===== config.mk =====
export PLATFORM = sky130hd
export DESIGN_NAME = fetch_stage
export DESIGN_NICKNAME = d
export VERILOG_FILES = /design/src/rtl/fetch_stage_pkg.sv /design/src/rtl/fetch_stage.sv
export SDC_FILE = /design/constraint.sdc
export NUM_CORES = 1
export LEC_CHECK = 0
export CAP_MARGIN = 10
export CORE_MARGIN = 1
export CORE_UTILIZATION = 45
export CTS_BUF_LIST = sky130_fd_sc_hd__clkbuf_8 sky130_fd_sc_hd__clkbuf_16
export CTS_CLUSTER_SIZE = 30
export DETAILED_ROUTE_END_ITERATION = 6
export PLACE_DENSITY = 0.78
export SLEW_MARGIN = 10
export SYNTH_ARGS = -nofsm -noshare
export SYNTH_HDL_FRONTEND = slang
export SYNTH_SLANG_ARGS = --single-unit

===== constraint.sdc =====
create_clock -name clk -period 2.4 [get_ports clk]
set_input_delay 0.24 -clock clk [delete_from_list [all_inputs] [get_ports clk]]
set_output_delay 0.24 -clock clk [all_outputs]
set_load 0.01 [all_outputs]

===== src/rtl/fetch_stage_pkg.sv =====
// Shared constants and types for the instruction fetch stage.
package fetch_stage_pkg;

    localparam logic [31:0] RESET_PC_DEFAULT = 32'h0000_0000;
    localparam int          PC_STEP          = 4;

    typedef enum logic [1:0] {
        REQ,
        WAIT,
        OUT
    } fetch_state_t;

    // Bundled fetch-to-decode payload, intended to replace the separate output ports.
    typedef struct packed {
        logic        valid;
        logic [31:0] inst;
        logic [31:0] pc;
        logic [31:0] pc_plus4;
    } fetch_out_t;

endpackage


===== src/rtl/fetch_stage.sv =====
// Pipeline front end: owns the PC, issues one imem request at a time, presents the word to decode.
// Optional FETCH_PERF_CNT_EN adds saturating fetched/stall-cycle counters.
module fetch_stage
    import fetch_stage_pkg::*;
#(
    parameter int                  ARCH_LEN = 32,
    parameter int                  INST_LEN = 32,
    parameter logic [ARCH_LEN-1:0] RESET_PC = ARCH_LEN'(RESET_PC_DEFAULT)
) (
    input  logic                clk,
    input  logic                rst,
    input  logic                stall_fetch,
    input  logic                redirect_valid,
    input  logic [ARCH_LEN-1:0] redirect_pc,
    output logic                imem_req_valid,
    input  logic                imem_req_ready,
    output logic [ARCH_LEN-1:0] imem_req_addr,
    input  logic                imem_rsp_valid,
    input  logic [INST_LEN-1:0] imem_rsp_data,
    output logic                fetch_valid_out,
    output logic [INST_LEN-1:0] inst_fetched_out,
    output logic [ARCH_LEN-1:0] pc_out,
    output logic [ARCH_LEN-1:0] pc_plus4_out
`ifdef FETCH_PERF_CNT_EN
    ,
    output logic [31:0]         perf_fetched,
    output logic [31:0]         perf_stall_cycles
`endif
);

    localparam logic [ARCH_LEN-1:0] STEP = ARCH_LEN'(PC_STEP);

    fetch_state_t        state, state_next;
    logic [ARCH_LEN-1:0] pc_reg, pc_next;
    logic                drop, drop_next;
    logic                valid_next;
    logic [INST_LEN-1:0] inst_next;
    logic [ARCH_LEN-1:0] pc_out_next, pc_plus4_next;
    logic [ARCH_LEN-1:0] redirect_target;
    logic [ARCH_LEN-1:0] pc_inc;

    assign redirect_target = {redirect_pc[ARCH_LEN-1:2], 2'b00};
    assign pc_inc          = pc_reg + STEP;

    always_comb begin
        // NOTE: every signal written here gets a default first, so no path can leave one unassigned and infer a latch.
        state_next     = state;
        pc_next        = pc_reg;
        drop_next      = drop;
        valid_next     = fetch_valid_out;
        inst_next      = inst_fetched_out;
        pc_out_next    = pc_out;
        pc_plus4_next  = pc_plus4_out;
        imem_req_valid = 1'b0;
        imem_req_addr  = pc_reg;

        unique case (state)
            REQ: begin
                imem_req_valid = !rst;
                if (redirect_valid) begin
                    pc_next = redirect_target;
                end
                if (imem_req_ready) begin
                    state_next = WAIT;
                    // A request accepted together with a redirect fetches a dead path.
                    drop_next  = redirect_valid;
                end
            end
            WAIT: begin
                if (imem_rsp_valid) begin
                    if (redirect_valid || drop) begin
                        drop_next  = 1'b0;
                        state_next = REQ;
                        if (redirect_valid) begin
                            pc_next = redirect_target;
                        end
                    end else begin
                        valid_next    = 1'b1;
                        inst_next     = imem_rsp_data;
                        pc_out_next   = pc_reg;
                        pc_plus4_next = pc_inc;
                        pc_next       = pc_inc;
                        state_next    = OUT;
                    end
                end else if (redirect_valid) begin
                    pc_next   = redirect_target;
                    drop_next = 1'b1;
                end
            end
            OUT: begin
                if (redirect_valid) begin
                    valid_next = 1'b0;
                    pc_next    = redirect_target;
                    state_next = REQ;
                end else if (!stall_fetch) begin
                    valid_next = 1'b0;
                    state_next = REQ;
                end
            end
            default: begin
                state_next = REQ;
            end
        endcase
    end

    always_ff @(posedge clk) begin
        // NOTE: registers use non-blocking assignments so all of them update together from pre-edge values.
        if (rst) begin
            state            <= REQ;
            pc_reg           <= RESET_PC;
            drop             <= 1'b0;
            fetch_valid_out  <= 1'b0;
            inst_fetched_out <= '0;
            pc_out           <= '0;
            pc_plus4_out     <= '0;
        end else begin
            state            <= state_next;
            pc_reg           <= pc_next;
            drop             <= drop_next;
            fetch_valid_out  <= valid_next;
            inst_fetched_out <= inst_next;
            pc_out           <= pc_out_next;
            pc_plus4_out     <= pc_plus4_next;
        end
    end

`ifdef FETCH_PERF_CNT_EN
    logic consumed;
    logic stalled;

    // A redirect kills the presented word, so it does not count as consumed.
    assign consumed = (state == OUT) && !redirect_valid && !stall_fetch;
    assign stalled  = (state == OUT) && stall_fetch;

    always_ff @(posedge clk) begin
        if (rst) begin
            perf_fetched      <= '0;
            perf_stall_cycles <= '0;
        end else begin
            if (consumed && (perf_fetched != '1)) begin
                perf_fetched <= perf_fetched + 32'd1;
            end
            if (stalled && (perf_stall_cycles != '1)) begin
                perf_stall_cycles <= perf_stall_cycles + 32'd1;
            end
        end
    end
`endif

endmodule


==> impl_metrics.csv, run 1 <==
group,metric,value,unit
power_and_ir_drop,p_comb_share,11.9,%
setup_path,critPathKind,"flip-flop to flip-flop",
cts,cts.clk_slew.worst_paths,60,ps
logic_synthesis,synth-edff-count,0,
power_and_ir_drop,clkPwrFrac,45.8,%
power_and_ir_drop,internal-power,4.22,mW
final_layout,syn2layout_area_growth,50.1,%
cts,cts_tree,"yes",
place,placed_area,0.00795,mm2
logic_synthesis,yosys_warnings,0,
timing,slew_headroom,43.1,%
final_layout,drive_gt1_share,9.69,%
global_route,grt_pass1_vias,5743,
power_and_ir_drop,p_seq_share,42.3,%
setup_path,critPathLaunchType,"flip-flop",
logic_synthesis,yosys-top-cells-area,"dfxtp_1, nand2_1, a21oi_1, o21ai_0, nor2_1",
cts,cts_buffers,17,
setup_path,reg2reg_depth,5,
hold_path,min_path_type,"input pin to flip-flop",
place,post-dp-hpwl,13300,um
setup_path,critPathMostFrequentCell,"nand3_1",
global_route,grt_max_degree,62,
final_layout,final_common_cell,"clkdlybuf4s50_1",
die,dieWidth,114,um
cts,htreeDepth,4,
setup_path,cp_top_family,"simple AND/OR/NAND/NOR gates",
cts,clock-root-buffer,"clkbuf_16",
final_layout,fin_util,70.2,%
hold_path,hp-start,"rst",
timing,final.period_utilization,88.7,%
place,dp.cells,1046,
detailed_routing,avgViaCountPerCell,5.65,
die,rows,40,
timing,clock.fmax,470,MHz
place,place.gp.congestion,0.942,
cts,clockBufferDepth,2,
cts,clock_sinks,130,
hold_path,hold-path-cell-count,2,
timing,holdWs,345,ps
timing,clock_skew,8.34,ps
global_route,grt_use_total,29.0,%
die,ioPinCount,200,
final_layout,seqCellArea,0.00260,mm2
power_and_ir_drop,leakage,3.04,nW
setup_path,ff2ff_setup_slack,270,ps
logic_synthesis,synthFlopType,"dfxtp_1",
status,status,"finished clean",
setup_path,rr_startpoint,"imem_req_addr[9]",
setup_path,required,2730,ps
setup_path,timing.rr.end,"pc_plus4_out[25]",
place,io_buffer_count,197,
flow_run,drv_cap,0,
final_layout,n_antenna_cell,0,
cts,clk_latency,420,ps
timing,slew_violations,0,
setup_path,cp.buffers_inverters,0,
final_layout,final_cell_mix,"clkdlybuf4s50_1, nand2_1, dfxtp_1",
power_and_ir_drop,p_sw,1.27,mW
power_and_ir_drop,ir_drop,0.394,mV
setup_path,crit_fanout,9,
setup_path,end_kind,"flip-flop",
detailed_routing,dr.first_iter.drc_count,568,
detailed_routing,drc,0,
global_route,grt_pass1_wl,29400,um
timing,setup_viol,0,
final_layout,finalNonFillerCells,1076,
timing,worstMarginPinSlew,850,ps
power_and_ir_drop,powerDensity,643,mW/mm2
final_layout,post-route-cell-area,0.00854,mm2
logic_synthesis,synthesis.instances,702,
logic_synthesis,synth_top_area_share,45.8,%
detailed_routing,via_count,6078,
final_layout,fin_nets,968,
final_layout,multi_input_area,0.00281,mm2
setup_path,cp.arrival,2460,ps
setup_path,worstPathCellList,"nand3_1 > nor4_2 > nand3_1 > nor3b_1 > nor3_1",
hold_path,min_to,"imem_req_addr[4]",
detailed_routing,antenna_left,0,
die,coreArea,0.0122,mm2
global_route,overflow,0,
detailed_routing,routedWlPerCell,17.3,um
die,die-area,0.0131,mm2
logic_synthesis,yosysUniqueCellTypes,62,
setup_path,cpMaxStageDelayCell,"dfxtp_1",
die,start_util,46.8,%
timing,finalHoldViolations,0,
logic_synthesis,async_reset_ff_share,0,%
setup_path,slowest_delay,500,ps
logic_synthesis,syn_nets,773,
detailed_routing,dr.pass1.iters,6,
logic_synthesis,netlist_area,0.00569,mm2
timing,fin_setup_tns,0,ps
final_layout,nFillCells,994,
timing,rsz0062_at_grt,"false",
detailed_routing,wl,18600,um
global_route,antenna_found_initial,0,
logic_synthesis,yosysSeqAreaShare,45.8,%
logic_synthesis,avgSynthCellArea,8.10,um2
logic_synthesis,ys_ff_latch,130,
die,die_y,114,um
logic_synthesis,yosysTopAreaCell,"dfxtp_1",
timing,min_period,2130,ps
power_and_ir_drop,swShare,23.2,%
-- synth_stat cells, types with 3 or more instances --
master    count
a311oi_1      3
a221oi_1      3
nand3_1      16
nand2_1     152
mux2i_1       4
buf_1         3
clkbuf_1     34
xor2_1       13
xnor2_1       9
and3_1       11
nand4_1       8
buf_4         5
nor3_1       15
nor2_1       36
o22ai_1       9
a22oi_1       9
o221ai_1      4
and4_1        4
buf_2        21
a21oi_1      99
or4_1         3
nor4_1        8
o21ai_0      37
nand2b_1      5
dfxtp_1     130
a211oi_1     11
-- through the flow --
stage	power (mW)	setup slack, ps
2_1_floorplan	2.63	571
3_3_place_gp	2.99	101
3_5_place_dp	3.01	34.8
4_1_cts	5.51	145
5_1_grt	5.68	79.4
6_report	5.49	270
-- worst max path at each step --
stage	startpoint	endpoint	slack [ps]	cells past startpoint
2_1_floorplan	imem_req_addr[5]	imem_req_addr[21]	570	6
3_3_place_gp	redirect_valid	inst_fetched_out[10]	100	8
3_5_place_dp	redirect_valid	inst_fetched_out[4]	30	8
4_1_cts	imem_req_addr[9]	pc_plus4_out[25]	140	5
5_1_grt	imem_req_addr[9]	imem_req_addr[27]	80	5
6_report	imem_req_addr[9]	pc_plus4_out[25]	270	5
-- cell families after synthesis --
logic type,count (synthesis),share of synthesized area [%]
xor+xnor,22,3.39
flops,130,45.8
buf+inv,66,5.17
mux,4,0.704
simple gates,278,23.5
fa+ha+maj,1,0.220
compound gates,201,21.2
-- worst reg2reg max path, delay by kind of cell, from the launching register on --
family | cells | cell delay, ps
flip-flops | 1 | 500
AND/OR/NAND/NOR | 5 | 1540
-- power groups by stage --
stage	Combinational (mW)	Sequential [mW]	Clock, mW
floorplan	0.260	2.37	0
global placement	0.635	2.36	0
detailed placement	0.646	2.36	0
CTS	0.651	2.32	2.55
global route	0.701	2.33	2.65
finish	0.654	2.32	2.52
-- registers in the layout, summed over array words and instances (netlist names) --
register / count
imem_req_addr: 32
inst_fetched_out: 32
state: 2
fetch_valid_out: 1
pc_plus4_out: 30
drop: 1
pc_out: 32
-- cell type report --
class,instances,share of cell area (%)
well taps,168,2.46
multi-input cells,506,32.9
flip-flops and latches,130,30.5
inverters,2,0.0879
repair buffers,240,27.3
clock inverters,8,1.01
clock buffers,22,5.79
-- timing repair --
| item | in CTS | in global routing |
|---|---|---|
| buffers inserted | 0 | 0 |
| setup endpoints to repair | 0 | 2 |
| gates resized for setup | 0 | 1 |
| hold buffers | 0 | 0 |
-- routing by layer --
layer  vias up  routed length [um]  track usage [%]
met3        39                1850             11.2
li1       2864                   -                -
met1      2865                7600             35.2
met2       310                8660             46.1
met5         -                   0                0
met4         0                 482             12.0
(Power assumes the default switching activity.)
==> inputs of run 2 (changes only) <==
- PLACE_DENSITY: 0.78 -> 0.8
- REMOVE_ABC_BUFFERS: unset -> 1
==> run 2 against run 1 <==
  * Power is 3.7% lower
  * Worst hold slack worse by 120 ps
  * Design area is 0.40% lower
  * Critical endpoint is now pc_plus4_out[24]
  * Largest power group is now registers
  * Highest routed layer unchanged
==> impl_metrics.csv, run 2 (same netlist as run 1, synthesis figures left out) <==
group,metric,value,unit
status,status,"finished clean",
power_and_ir_drop,leakage,3.04,nW
cts,htreeDepth,4,
final_layout,syn2layout_area_growth,49.5,%
global_route,grt_max_degree,46,
setup_path,cp.buffers_inverters,0,
timing,slew_headroom,55.7,%
final_layout,finalNonFillerCells,1081,
die,die_y,114,um
detailed_routing,routedWlPerCell,16.9,um
place,io_buffer_count,197,
cts,cts_buffers,17,
cts,clk_latency,410,ps
power_and_ir_drop,report.power.total,5.29,mW
cts,cts_setup_buffers,0,
power_and_ir_drop,clkPwrFrac,43.7,%
power_and_ir_drop,powerDensity,622,mW/mm2
power_and_ir_drop,p_comb_share,12.6,%
hold_path,min_path_type,"input pin to flip-flop",
final_layout,final_cell_mix,"clkdlybuf4s50_1, nand2_1, dfxtp_1",
die,ioPinCount,200,
place,post-dp-hpwl,13000,um
cts,clock-root-buffer,"clkbuf_16",
setup_path,cp_top_family,"simple AND/OR/NAND/NOR gates",
timing,min_period,2150,ps
power_and_ir_drop,p_sw,1.28,mW
setup_path,required,2690,ps
die,start_util,46.8,%
final_layout,nFillCells,939,
final_layout,final_common_cell,"clkdlybuf4s50_1",
detailed_routing,dr.pass1.iters,5,
cts,cts_resized,0,
global_route,antenna_found_initial,0,
final_layout,n_antenna_cell,0,
power_and_ir_drop,swShare,24.1,%
die,die-area,0.0131,mm2
die,dieWidth,114,um
place,place.gp.congestion,0.900,
setup_path,worstPathCellList,"and3_1 > nand3_1 > nor4_1 > nand2b_1 > a31oi_1",
cts,cts.clk_slew.worst_paths,60,ps
cts,hold_buffers,0,
setup_path,critPathKind,"flip-flop to flip-flop",
setup_path,slowest_delay,580,ps
detailed_routing,wl_met1,7540,um
flow_run,drv_cap,0,
timing,final.period_utilization,89.7,%
timing,rsz0062_at_grt,"false",
setup_path,cp.arrival,2440,ps
setup_path,critPathLaunchType,"flip-flop",
detailed_routing,wl_met2,8780,um
detailed_routing,top_layer,"met4",
final_layout,fin_nets,971,
place,dp.cells,1049,
detailed_routing,wl,18300,um
setup_path,end_kind,"flip-flop",
final_layout,drive_gt1_share,9.86,%
die,rows,40,
cts,clockBufferDepth,2,
timing,slew_violations,0,
timing,finalHoldViolations,0,
power_and_ir_drop,ir_drop,0.402,mV
setup_path,crit_fanout,12,
global_route,grt_pass1_vias,5745,
detailed_routing,dr.first_iter.drc_count,570,
global_route,grt_pass1_wl,29100,um
detailed_routing,drc,0,
detailed_routing,wl_met3,1380,um
global_route,grt_use_total,28.7,%
cts,cts_tree,"yes",
detailed_routing,via_count,6033,
timing,worstMarginPinSlew,658,ps
timing,clock_skew,5.95,ps
global_route,overflow,0,
timing,setup_viol,0,
power_and_ir_drop,internal-power,4.01,mW
cts,clock_sinks,130,
detailed_routing,antenna_left,0,
die,coreArea,0.0122,mm2
detailed_routing,avgViaCountPerCell,5.58,
timing,clock.fmax,464,MHz
power_and_ir_drop,p_seq_share,43.7,%
setup_path,cpMaxStageDelayCell,"nor4_1",
## run 2: path summary, 6_finish.rpt
path	slack (ps)	cells after the start	start	to
max	250	5	imem_req_addr[11]	pc_plus4_out[24]
min	220	2	rst	pc_out[27]
max reg2reg	250	5	imem_req_addr[11]	pc_plus4_out[24]
min reg2reg	450	2	pc_out[21]	pc_out[21]
## run 2: worst register-to-register path, stage by stage (launching register included)
cell and delay, ps:
dfxtp_1 470, and3_1 240, nand3_1 460, nor4_1 590, nand2b_1 190, a31oi_1 80
## run 2: cell type report
class,instances,area [um2],area share (%)
clock buffers,22,494,5.81
clock inverters,10,43.8,0.515
inverters,2,7.51,0.0883
multi-input cells,506,2810,33.0
flip-flops and latches,130,2600,30.6
well taps,168,210,2.47
repair buffers,243,2340,27.5
## run 2: metrics by stage
step	setup TNS [ps]	setup slack, ps	hold WS (ps)	instance area [um2]	utilization [%]
global placement	0	360	441	7970	65.5
floorplan	-271220	-2960	305	5400	-
finish	0	247	225	8500	69.9
global route	0	74.7	233	8500	69.9
detailed placement	0	271	446	7970	65.5
CTS	0	294	204	8500	69.9
## run 2: power by group through the flow
stage | clock (mW) | combinational [mW] | sequential (mW)
final | 2.31 | 0.667 | 2.31
after detailed placement | 0 | 0.659 | 2.35
after global routing | 2.44 | 0.716 | 2.32
after CTS | 2.34 | 0.664 | 2.31
after global placement | 0 | 0.642 | 2.35
after floorplan | 0 | 0.200 | 2.39
## run 2: per-layer routing
metal / vias to the layer above / track usage, %
met2: 299 / 47.9
li1: 2868 / -
met5: - / 0
met4: 0 / 13.6
met3: 47 / 6.41
met1: 2819 / 35.0
